<file path="src/rtl/spi_frame_loader.sv">
// spi_frame_loader: decodes 32-bit SPI words into commands, streams pixel
// payloads into the back framebuffer through a small elastic FIFO, holds the
// panel brightness register and sequences double-buffer swaps on vsync.
// Optional feature: define SPI_LOADER_SWAP_EN to enable double buffering
// (SWAP opcode, vsync-aligned front_buf toggling, back-buffer MSB on fb_addr).
module spi_frame_loader #(
  parameter int ADDR_W     = 12,
  parameter int FIFO_DEPTH = 4
) (
  input  logic              clk,
  input  logic              resetn,
  input  logic [31:0]       word_in,
  input  logic              word_first,
  input  logic              word_done,
  output logic [ADDR_W:0]   fb_addr,
  output logic [23:0]       fb_data,
  output logic              fb_we,
  input  logic              fb_ready,
  input  logic              vsync,
  output logic              front_buf,
  output logic [7:0]        brightness,
  output logic              err_overflow,
  output logic              err_cmd
);

`ifdef SPI_LOADER_SWAP_EN
  localparam logic SWAP_EN = 1'b1;
`else
  localparam logic SWAP_EN = 1'b0;
`endif

  localparam int PTR_W = (FIFO_DEPTH > 1) ? $clog2(FIFO_DEPTH) : 1;
  localparam int ENT_W = ADDR_W + 1 + 24;
  localparam logic [PTR_W:0] DEPTH_V = (PTR_W + 1)'(FIFO_DEPTH);

  localparam logic [3:0] OP_WRITE  = 4'h1;
  localparam logic [3:0] OP_BRIGHT = 4'h2;
  localparam logic [3:0] OP_SWAP   = 4'h3;
  localparam logic [3:0] OP_CLR    = 4'h4;

  typedef enum logic {ST_IDLE = 1'b0, ST_PAYLOAD = 1'b1} state_t;

  state_t            state_r;
  logic [ADDR_W-1:0] addr_r;
  logic [11:0]       count_r;
  logic              swap_pending_r;

  // The output register (fb_*) is the head slot of the FIFO; the memory holds
  // the remaining entries, so total occupancy = mem_cnt_r + fb_we.
  logic [ENT_W-1:0]  mem_r [FIFO_DEPTH];
  logic [PTR_W-1:0]  wr_ptr_r;
  logic [PTR_W-1:0]  rd_ptr_r;
  logic [PTR_W:0]    mem_cnt_r;

  logic [3:0]        opcode_s;
  logic [11:0]       length_s;
  logic              hdr_s;
  logic              push_req_s;
  logic              pop_s;
  logic [PTR_W:0]    occ_s;
  logic              full_s;
  logic              push_ok_s;
  logic              head_free_s;
  logic              load_mem_s;
  logic              bypass_s;
  logic              mem_wr_s;
  logic              back_buf_s;
  logic [ENT_W-1:0]  push_entry_s;
  logic              swap_now_s;
  logic              unused_s;

  assign unused_s = ^word_in;

  // Decode the incoming word and derive FIFO push/pop/bypass and swap events.
  always_comb begin
    opcode_s     = word_in[31:28];
    length_s     = word_in[27:16];
    hdr_s        = word_done && ((state_r == ST_IDLE) || word_first);
    push_req_s   = word_done && (state_r == ST_PAYLOAD) && !word_first;
    pop_s        = fb_we && fb_ready;
    occ_s        = mem_cnt_r + (PTR_W + 1)'(fb_we);
    full_s       = (occ_s == DEPTH_V);
    push_ok_s    = push_req_s && (!full_s || pop_s);
    head_free_s  = !fb_we || pop_s;
    load_mem_s   = head_free_s && (mem_cnt_r != '0);
    bypass_s     = head_free_s && (mem_cnt_r == '0) && push_ok_s;
    mem_wr_s     = push_ok_s && !bypass_s;
    back_buf_s   = SWAP_EN ? ~front_buf : 1'b0;
    push_entry_s = {back_buf_s, addr_r, word_in[23:0]};
    swap_now_s   = SWAP_EN && vsync && swap_pending_r && (mem_cnt_r == '0) && !fb_we;
  end

  // Command FSM: header decode, payload address/count tracking, flags, swap.
  always_ff @(posedge clk) begin
    if (!resetn) begin
      state_r        <= ST_IDLE;
      addr_r         <= '0;
      count_r        <= 12'd0;
      swap_pending_r <= 1'b0;
      front_buf      <= 1'b0;
      brightness     <= 8'd0;
      err_overflow   <= 1'b0;
      err_cmd        <= 1'b0;
    end else begin
      if (swap_now_s) begin
        front_buf      <= ~front_buf;
        swap_pending_r <= 1'b0;
      end
      if (push_req_s) begin
        if (!push_ok_s) begin
          err_overflow <= 1'b1;
        end
        addr_r  <= addr_r + ADDR_W'(1);
        count_r <= count_r - 12'd1;
        if (count_r == 12'd1) begin
          state_r <= ST_IDLE;
        end
      end else if (hdr_s) begin
        state_r <= ST_IDLE;
        case (opcode_s)
          OP_WRITE: begin
            if (length_s != 12'd0) begin
              addr_r  <= word_in[ADDR_W-1:0];
              count_r <= length_s;
              state_r <= ST_PAYLOAD;
            end
          end
          OP_BRIGHT: brightness <= word_in[7:0];
          OP_SWAP: begin
            if (SWAP_EN) begin
              swap_pending_r <= 1'b1;
            end else begin
              err_cmd <= 1'b1;
            end
          end
          OP_CLR: begin
            err_overflow <= 1'b0;
            err_cmd      <= 1'b0;
          end
          default: err_cmd <= 1'b1;
        endcase
      end
    end
  end

  // FIFO memory write port; contents need no reset since occupancy gates use.
  always_ff @(posedge clk) begin
    if (mem_wr_s) begin
      mem_r[wr_ptr_r] <= push_entry_s;
    end
  end

  // FIFO pointers and the registered framebuffer write head (with bypass).
  always_ff @(posedge clk) begin
    if (!resetn) begin
      wr_ptr_r  <= '0;
      rd_ptr_r  <= '0;
      mem_cnt_r <= '0;
      fb_we     <= 1'b0;
      fb_addr   <= '0;
      fb_data   <= 24'd0;
    end else begin
      if (mem_wr_s) begin
        wr_ptr_r <= wr_ptr_r + PTR_W'(1);
      end
      if (load_mem_s) begin
        {fb_addr, fb_data} <= mem_r[rd_ptr_r];
        fb_we              <= 1'b1;
        rd_ptr_r           <= rd_ptr_r + PTR_W'(1);
      end else if (bypass_s) begin
        {fb_addr, fb_data} <= push_entry_s;
        fb_we              <= 1'b1;
      end else if (head_free_s) begin
        fb_we <= 1'b0;
      end
      mem_cnt_r <= mem_cnt_r + (PTR_W + 1)'(mem_wr_s) - (PTR_W + 1)'(load_mem_s);
    end
  end

endmodule

</file>
<file path="config.mk">
export PLATFORM = sky130hd
export DESIGN_NAME = spi_frame_loader
export DESIGN_NICKNAME = d
export VERILOG_FILES = /design/src/rtl/spi_frame_loader.sv
export SDC_FILE = /design/constraint.sdc
export NUM_CORES = 1
export LEC_CHECK = 0
export CAP_MARGIN = 20
export CORE_ASPECT_RATIO = 0.6
export CORE_MARGIN = 3
export CORE_UTILIZATION = 51
export DETAILED_ROUTE_END_ITERATION = 8
export PLACE_DENSITY = 0.75
export SLEW_MARGIN = 10
export SYNTH_ARGS = -nofsm -noshare
export SYNTH_HDL_FRONTEND = slang
export SYNTH_SLANG_ARGS = --single-unit
</file>
<file path="constraint.sdc">
create_clock -name clk -period 3.33 [get_ports clk]
set_input_delay 0.666 -clock clk [delete_from_list [all_inputs] [get_ports clk]]
set_output_delay 0.666 -clock clk [all_outputs]
set_load 0.03 [all_outputs]
</file>
# Word level (Yosys, flattened, before mapping)
# Memories as Yosys holds them, arrays and structs flattened. A register that Yosys moved wholly into a read port is not among the register bits.
# Cells that the tools add are included.
# totals
ramBits,144
regBits,80
wordCells,90
mem_count,1
input_bits,38
# mem_list
memory,words,width,rd,rd_clocked_by_memory_dff,wr,line,text
mem_r,4,36,1,1,1,50,logic [ENT_W-1:0] mem_r [FIFO_DEPTH];
# op_classes
n_eq_ne,7
n_reduce_logical,31
muxes,29
n_addsub,7
n_bitwise,3
# op_table
operator,count
$mux 12,8
$mux 24,2
$mux 13,2
$mux 1,14
$add 12x1->12 const B,1
$eq 12x1->1 const B,1
$reduce_and 3->1,4
$reduce_bool 12->1,1
$sub 12x1->12 const B,1
$reduce_bool 2->1,5
$logic_and 1x1->1,9
$add 3x1->3,2
$reduce_bool 3->1,2
$add 2x1->2 const B,2
$eq 4x1->1 const B,1
$eq 4x2->1 const B,1
$eq 4x3->1 const B,1
$logic_not 1->1,4
$mux 2,2
$eq 3x3->1 const B,1
$logic_not 3->1,1
$logic_or 1x1->1,3
$not 1->1,3
$sub 3x1->3,1
other kinds (5),5

# Depth between registers and ports, before layout
# depth
word_depth,10
ltp_mapped,12

# Worst setup path after synthesis
# No wires, ideal clock.
# synth_timing
path_kind,register -> register
startpoint,reg fb_we
endpoint,"mem mem_r[0][0] (netlist name), enable pin"
required_ns,2.933
slack_ns,0.682
n_path_buf,0
path_stages_with_launch,6
t_arrival_ns,2.251
cell_sequence,dfxtp_1 > ha_1 > ha_1 > xor2_1 > a21oi_2 > and3_1
# synth_via
elab_chain_cells,10
word_cells_on_any_way,14
cone_classes,add/sub (1); eq/ne (1); mux (2); reduce/logical (10)
# synth_lines
item,line,text
start: declaration,17,"output logic fb_we,"
start signal: assignment,159,fb_we <= 1'b0;
start signal: assignment,168,fb_we <= 1'b1;
start signal: assignment,172,fb_we <= 1'b1;
$add 3x1->3,81,occ_s = mem_cnt_r + (PTR_W + 1)'(fb_we);
$eq 3x3->1,82,full_s = (occ_s == DEPTH_V);
$logic_not 1->1,83,push_ok_s = push_req_s && (!full_s || pop_s);
$logic_or 1x1->1,83,
$logic_and 1x1->1,83,
$logic_and 1x1->1,86,bypass_s = head_free_s && (mem_cnt_r == '0) && push_ok_s;
$logic_not 1->1,87,mem_wr_s = push_ok_s && !bypass_s;
$logic_and 1x1->1 *,87,
$mux 1 *,148,if (mem_wr_s) begin
$mux 1 (not written as such) *,149,mem_r[wr_ptr_r] <= push_entry_s;
end: declaration,50,
# Mark *: on every way between the ends. The rest lies on a longest branch, timed or not.

# Worst setup path after layout
# layout_timing
startpoint,reg fb_we
endpoint,reg mem_cnt_r[2]
# layout_via
elab_chain_cells,10
word_cells_on_any_way,15
cone_classes,add/sub (3); eq/ne (1); reduce/logical (11)
# layout_lines
item,line,text
$add 3x1->3,81,
$eq 3x3->1,82,
$logic_not 1->1,83,
$logic_or 1x1->1,83,
$logic_and 1x1->1,83,
$logic_and 1x1->1,86,
$logic_not 1->1,87,
$logic_and 1x1->1,87,
$add 3x1->3,176,mem_cnt_r <= mem_cnt_r + (PTR_W + 1)'(mem_wr_s) - (PTR_W + 1)'(load_mem_s);
$sub 3x1->3 *,176,
end signal: assignment,176,
end: declaration,53,logic [PTR_W:0] mem_cnt_r;
# Marked as above.
# A chain may end at the register's enable or synchronous reset.

==> run metrics <==
Critical R2R Launch fb_we$_SDFFE_PN0P_; routed len/inst 23.4 µm; number of remaining DRC errors 0; most frequent cells in the layout edfxtp_1, clkdlybuf4s50_1, dfxtp_1; Post-synth EDFFs 144; Gate Count Post-Synth 620; core area 0.0176 mm²; CP max FO 5; # fillers 1,266; worst hold margin 0.474 ns; die area 0.0202 mm²; fin crit period 2.57 ns; antenna viol nets, final 0; synthesized cell area 0.00944 mm²; layout cell share with drive strength beyond 1 19.2%; Num CTS Buffers 21; Pleak 0.00382 µW; GP Congestion 0.869; multi-input logic area 0.00315 mm²; synth-to-layout area growth 18.6%; CTS clk-pin slew, worst paths 0.07 ns; fmax 0.389 GHz; DRT Pass-1 Iters 7; endpoints failing setup 0; First DRT Iteration DRCs 741; Netlist cell types 68; VDD IR max 373 µV; Hold Path Sink count_r[11]$_SDFFE_PN0P_; sequential share of the synthesized area 63.0%; Clk Latency, worst-skew pair 0.50 ns; Root Driver clkbuf_16; total routed wirelength 22,300 µm; I/O Buffers 83; MaxCap Viol Count 0; die height 111 µm; H-tree levels 1; setup slack, reg-to-reg 0.76 ns; Slew Limit Fails 0; Rows 37; # clock sinks 225; top_reg_cell synth edfxtp_1; fraction of registers with async set/reset 0%; final hold viol count 0; Max Buffers Root-to-Sink 3; status completed; Slew @ Worst Pin 0.989 ns; TNS Setup 0 ns; Worst R2R End mem_cnt_r[2]$_SDFF_PN0_; worst path arrival time 2.96 ns; CP Launch Type flop; leading cell type in the layout, fill and taps excluded edfxtp_1; IO Count 87; hold path start count_r[11]$_SDFFE_PN0P_; RSZ-0062 raised after global routing no; Overall Global Routing Usage 22.0%; clock skew 0.00772 ns; PD cells 737 mW/mm²; largest net degree at the start of global routing 56; post-CTS resize count 0; vias in the first global route 6,179; hold buffers post-CTS 0; Final nets 753; vias after detailed routing 6,084; Max-slew headroom 33.9%; global-route wire length before repair 35,100 µm; Yosys Warn Count 0; Crit. End Element flop; CTS tree built; antenna violations before repair 0; via/cell ratio 6.39; worst reg2reg path depth 12; Die X 182 µm; Crit Path Class reg -> reg; worst hold stages 2; FF/Latch Area 0.00595 mm²; gr ovfl total 0; classification of the worst-slack hold path reg -> reg; Critical Path RT 3.71 ns; ant diodes 0; syn avg cell area 15.2 µm²; dpl hpwl 13,700 µm; post-CTS setup buffers 0; register bit total from synthesis 225; Tcrit/Tclk final 77.3%; initial core utilization 53.5%
state kept, by name (all words and copies together) (netlist names), 2 cells and up, named ones only:
signal	flops
fb_data	24
mem_r	144
wr_ptr_r	2
fb_addr	12
mem_cnt_r	3
rd_ptr_r	2
addr_r	12
count_r	12
brightness	8
final cells by class:
type / count / area share (%)
Tap cell: 234 / 2.61
Inverter: 18 / 0.603
Timing Repair Buffer: 101 / 9.43
Clock inverter: 13 / 1.06
Sequential cell: 225 / 53.1
Multi-Input combinational cell: 336 / 28.1
Clock buffer: 25 / 5.09
where the power goes:
group | total, µW | internal, µW | switching, µW
Sequential | 3450 | 3220 | 230
Clock | 2410 | 1380 | 1030
Combinational | 2400 | 1130 | 1270
synthesized netlist by cell type (6+ instances only):
| cell type | count | area share [%] |
|---|---|---|
| a21oi_1 | 15 | 0.80 |
| a31oi_1 | 6 | 0.40 |
| and3_1 | 7 | 0.46 |
| buf_2 | 13 | 0.69 |
| buf_4 | 7 | 0.56 |
| buf_6 | 11 | 1.3 |
| clkbuf_1 | 11 | 0.44 |
| dfxtp_1 | 81 | 17 |
| edfxtp_1 | 144 | 46 |
| ha_1 | 11 | 1.5 |
| inv_1 | 18 | 0.72 |
| mux2i_1 | 9 | 0.95 |
| mux4_2 | 36 | 8.6 |
| nand2_1 | 17 | 0.68 |
| nand3_1 | 11 | 0.58 |
| nand4_1 | 7 | 0.46 |
| nor2_1 | 26 | 1.0 |
| nor4_1 | 6 | 0.40 |
| o21a_1 | 41 | 3.3 |
| o21ai_0 | 8 | 0.42 |
| o221a_1 | 10 | 1.2 |
| o221a_2 | 28 | 3.3 |
| xnor2_1 | 6 | 0.56 |
worst max-delay path, cell delays in order, from the launching register on:
cell     delay [ns]
dfxtp_1        0.35
ha_1           0.21
ha_1           0.19
xor2_1         0.19
a21o_2         0.28
nor2_1         0.10
inv_1          0.05
ha_1           0.26
inv_1          0.03
ha_1           0.18
fa_1           0.40
xnor2_1        0.16
nor2_1         0.05
logic make-up after synthesis:
logic type	after synthesis	share of synthesized area, %
DFF	225	63.0
xor gates and xnor gates	10	0.928
buffers and inverters	60	3.71
AOI/OAI and AO/OA	154	13.9
other	1	0.0397
muxes	45	9.54
adders and majority gates	12	1.67
and+or+nand+nor	113	7.25
metrics by stage:
step / setup slack, ns / std cells / util (%) / instance area, µm² / total power [µW]
finish: 0.756 / 952 / 63.5 / 11200 / 8260
global route: 0.611 / 952 / 63.5 / 11200 / 8610
CTS: 0.758 / 952 / 63.5 / 11200 / 8320
detailed placement: 0.372 / 914 / 59.6 / 10500 / 5920
global placement: 0.402 / 913 / 59.4 / 10500 / 5800
floorplan: 0.682 / 621 / - / 9440 / 5100
routing by layer:
metal | vias to the layer above | share of wire, % | wire length (µm) | GRT usage [%]
met3 | 49 | 10 | 2330 | 4.80
met1 | 3032 | 44 | 9770 | 33.5
met4 | 0 | 2.3 | 516 | 6.03
li1 | 2664 | - | - | -
met2 | 339 | 43 | 9640 | 32.2
met5 | - | 0 | 0 | 0
worst max path at each step:
stage | startpoint | end | slack, ns
2_1_floorplan | fb_we$_SDFFE_PN0P_ | mem_r[0][0]$_DFFE_PP_ | 0.68
3_3_place_gp | word_first | mem_cnt_r[2]$_SDFF_PN0_ | 0.40
3_5_place_dp | fb_ready | mem_cnt_r[2]$_SDFF_PN0_ | 0.37
4_1_cts | fb_we$_SDFFE_PN0P_ | mem_cnt_r[2]$_SDFF_PN0_ | 0.76
5_1_grt | fb_we$_SDFFE_PN0P_ | mem_cnt_r[2]$_SDFF_PN0_ | 0.61
6_report | fb_we$_SDFFE_PN0P_ | mem_cnt_r[2]$_SDFF_PN0_ | 0.76
Power figures use the tool's default switching activity.
==> RTL change: new RTL, same settings <==
Change the localparam `SWAP_EN` from 1'b0 to 1'b1.
--- a/src/rtl/spi_frame_loader.sv
+++ b/src/rtl/spi_frame_loader.sv
@@ -27,5 +27,5 @@
   localparam logic SWAP_EN = 1'b1;
 `else
-  localparam logic SWAP_EN = 1'b0;
+  localparam logic SWAP_EN = 1'b1;
 `endif
 
Behaviour: not the same (a bounded check fails within 4 cycles, from zero or initial values and one cycle with resetn low).
==> RTL change against the original RTL <==
Clock skew up 2.0 ps; power up 3.9%; sequential cell count is 7 higher; wire length grew 7.0%; highest routed layer unchanged; maximum frequency fell by 7.4%; cell area is 4.2% higher; core utilization is 0.21 points lower; area after synthesis grew 3.7%; setup slack lost 200 ps; largest cell class unchanged.
==> RTL change: results (changes against the original RTL) <==
Clocking
  – CTS Buf Count: 22 (was 21)

Drt
  – DR vias: 6,312 (was 6,084)
  – WL/cell: 23.8 um (was 23.4 um)
  – Initial DRC count: 553 (was 741)

Timing
  – Hold WS: 474 ps (about the same)
  – Worst Tran Pin Value: 940 ps (was 989 ps)
  – Clk_skew: 9.71 ps (was 7.72 ps)

Global routing
  – Vias in the first global route: 6,357 (was 6,179)
  – Global-route usage over all layers: 23.1% (was 22.0%)
  – First-pass GRT wire length: 37,400 um (was 35,100 um)

Setup path
  – Flop-to-flop setup slack: 550 ps (was 760 ps)
  – R2r worst-path depth: 11 (was 12)
  – Worst setup endpoint: mem_cnt_r[1] (was mem_cnt_r[2])
  – Max FO, Critical Path: 6 (was 5)
  – Crit path DAT: 3180 ps (was 2960 ps)

Logic synthesis
  – Synth cell types: 72 (was 68)
  – Post-synth EDFFs: 148 (was 144)
  – Top post-synthesis cells by count: 148 x edfxtp_1, 84 x dfxtp_1, 39 x o21a_1, 39 x o221a_1, 37 x mux4_2 (was 144 x edfxtp_1, 81 x dfxtp_1, 41 x o21a_1)

Pwr
  – Worst vdd ir: 0.494 mV (was 0.373 mV)

Status
  – Outcome: completed (unchanged)

Placement
  – Port Buf Inserts: 86 (was 83)
  – Post-DP HPWL: 14,800 um (was 13,700 um)
  – RD Place Congestion: 0.835 (was 0.869)

Cells and area
  – Layout cells sized above 1: 17.0% (was 19.2%)
  – Nets: 793 (was 753)
[RTL change: cell types whose count changed in the layout (fill, tap and decap cells not counted), sizes merged, moves of 4 or more]
cell	unedited run	this run
o31ai	3	8
and3	7	11
o21ai	9	20
a311oi	0	6
o211ai	0	4
edfxtp	144	148
buf	19	26
clkbuf	25	29
o41ai	5	1
a32oi	4	0
a21oi	17	21
[RTL change: worst max-delay path, cell delays in order (launching register included)]
cell and delay (ps):
dfxtp_1 490, ha_1 210, ha_1 220, a211oi_1 380, a21o_2 270, nor2_1 60, inv_1 50, ha_1 220
inv_1 60, ha_1 150, fa_1 410, and2_1 160
[RTL change: through the flow]
stage / total power [mW] / cells / cell area (um^2) / worst slack, ps
after floorplan: 5.22 / 652 / 9790 / 617
after global placement: 5.96 / 959 / 10900 / 331
after detailed placement: 6.03 / 959 / 10900 / 207
after CTS: 8.65 / 999 / 11700 / 556
after global routing: 8.92 / 999 / 11700 / 315
final: 8.59 / 999 / 11700 / 551
[RTL change: final cells by class]
cell class                 instances  share of cell area (%)
sequential                       232                    52.5
tap                              240                    2.57
multi-input combinational        358                    28.6
clock buffer                      29                    5.39
timing repair buffer             111                    9.26
clock inverter                    11                    1.10
inverter                          18                   0.579
[RTL change: cell families after synthesis]
kind of cell,after synthesis,share of synthesized area (%)
flops,232,62.6
xor+xnor,6,0.537
fa+ha+maj,12,1.61
simple gates,121,7.76
mux,47,9.53
buf+inv,62,3.34
compound gates,172,14.6
[RTL change: layer usage]
metal  global-route usage, %  part of all wire (%)  wire length, um  vias to the layer above
met5                       0                     0                0                        -
met4                    5.79                   2.1              509                        0
met3                    3.79                   8.6             2060                       37
met2                    34.7                    45            10600                      304
met1                    35.6                    45            10600                     3171
li1                        -                     -                -                     2800
[RTL change: worst min path at each step]
| stage | endpoint | from | depth (start not counted) |
|---|---|---|---|
| 2_1_floorplan | swap_pending_r | swap_pending_r | 2 |
| 3_3_place_gp | swap_pending_r | swap_pending_r | 2 |
| 3_5_place_dp | err_overflow | err_overflow | 2 |
| 4_1_cts | err_overflow | err_overflow | 2 |
| 5_1_grt | err_overflow | err_overflow | 2 |
| 6_report | err_overflow | err_overflow | 2 |
[RTL change: power groups by stage]
| stage | logic, mW | registers [mW] | clock network, mW |
|---|---|---|---|
| 2_1_floorplan | 1.27 | 3.95 | 0 |
| 3_3_place_gp | 2.34 | 3.63 | 0 |
| 3_5_place_dp | 2.39 | 3.64 | 0 |
| 4_1_cts | 2.40 | 3.58 | 2.66 |
| 5_1_grt | 2.54 | 3.62 | 2.77 |
| 6_report | 2.39 | 3.58 | 2.61 |
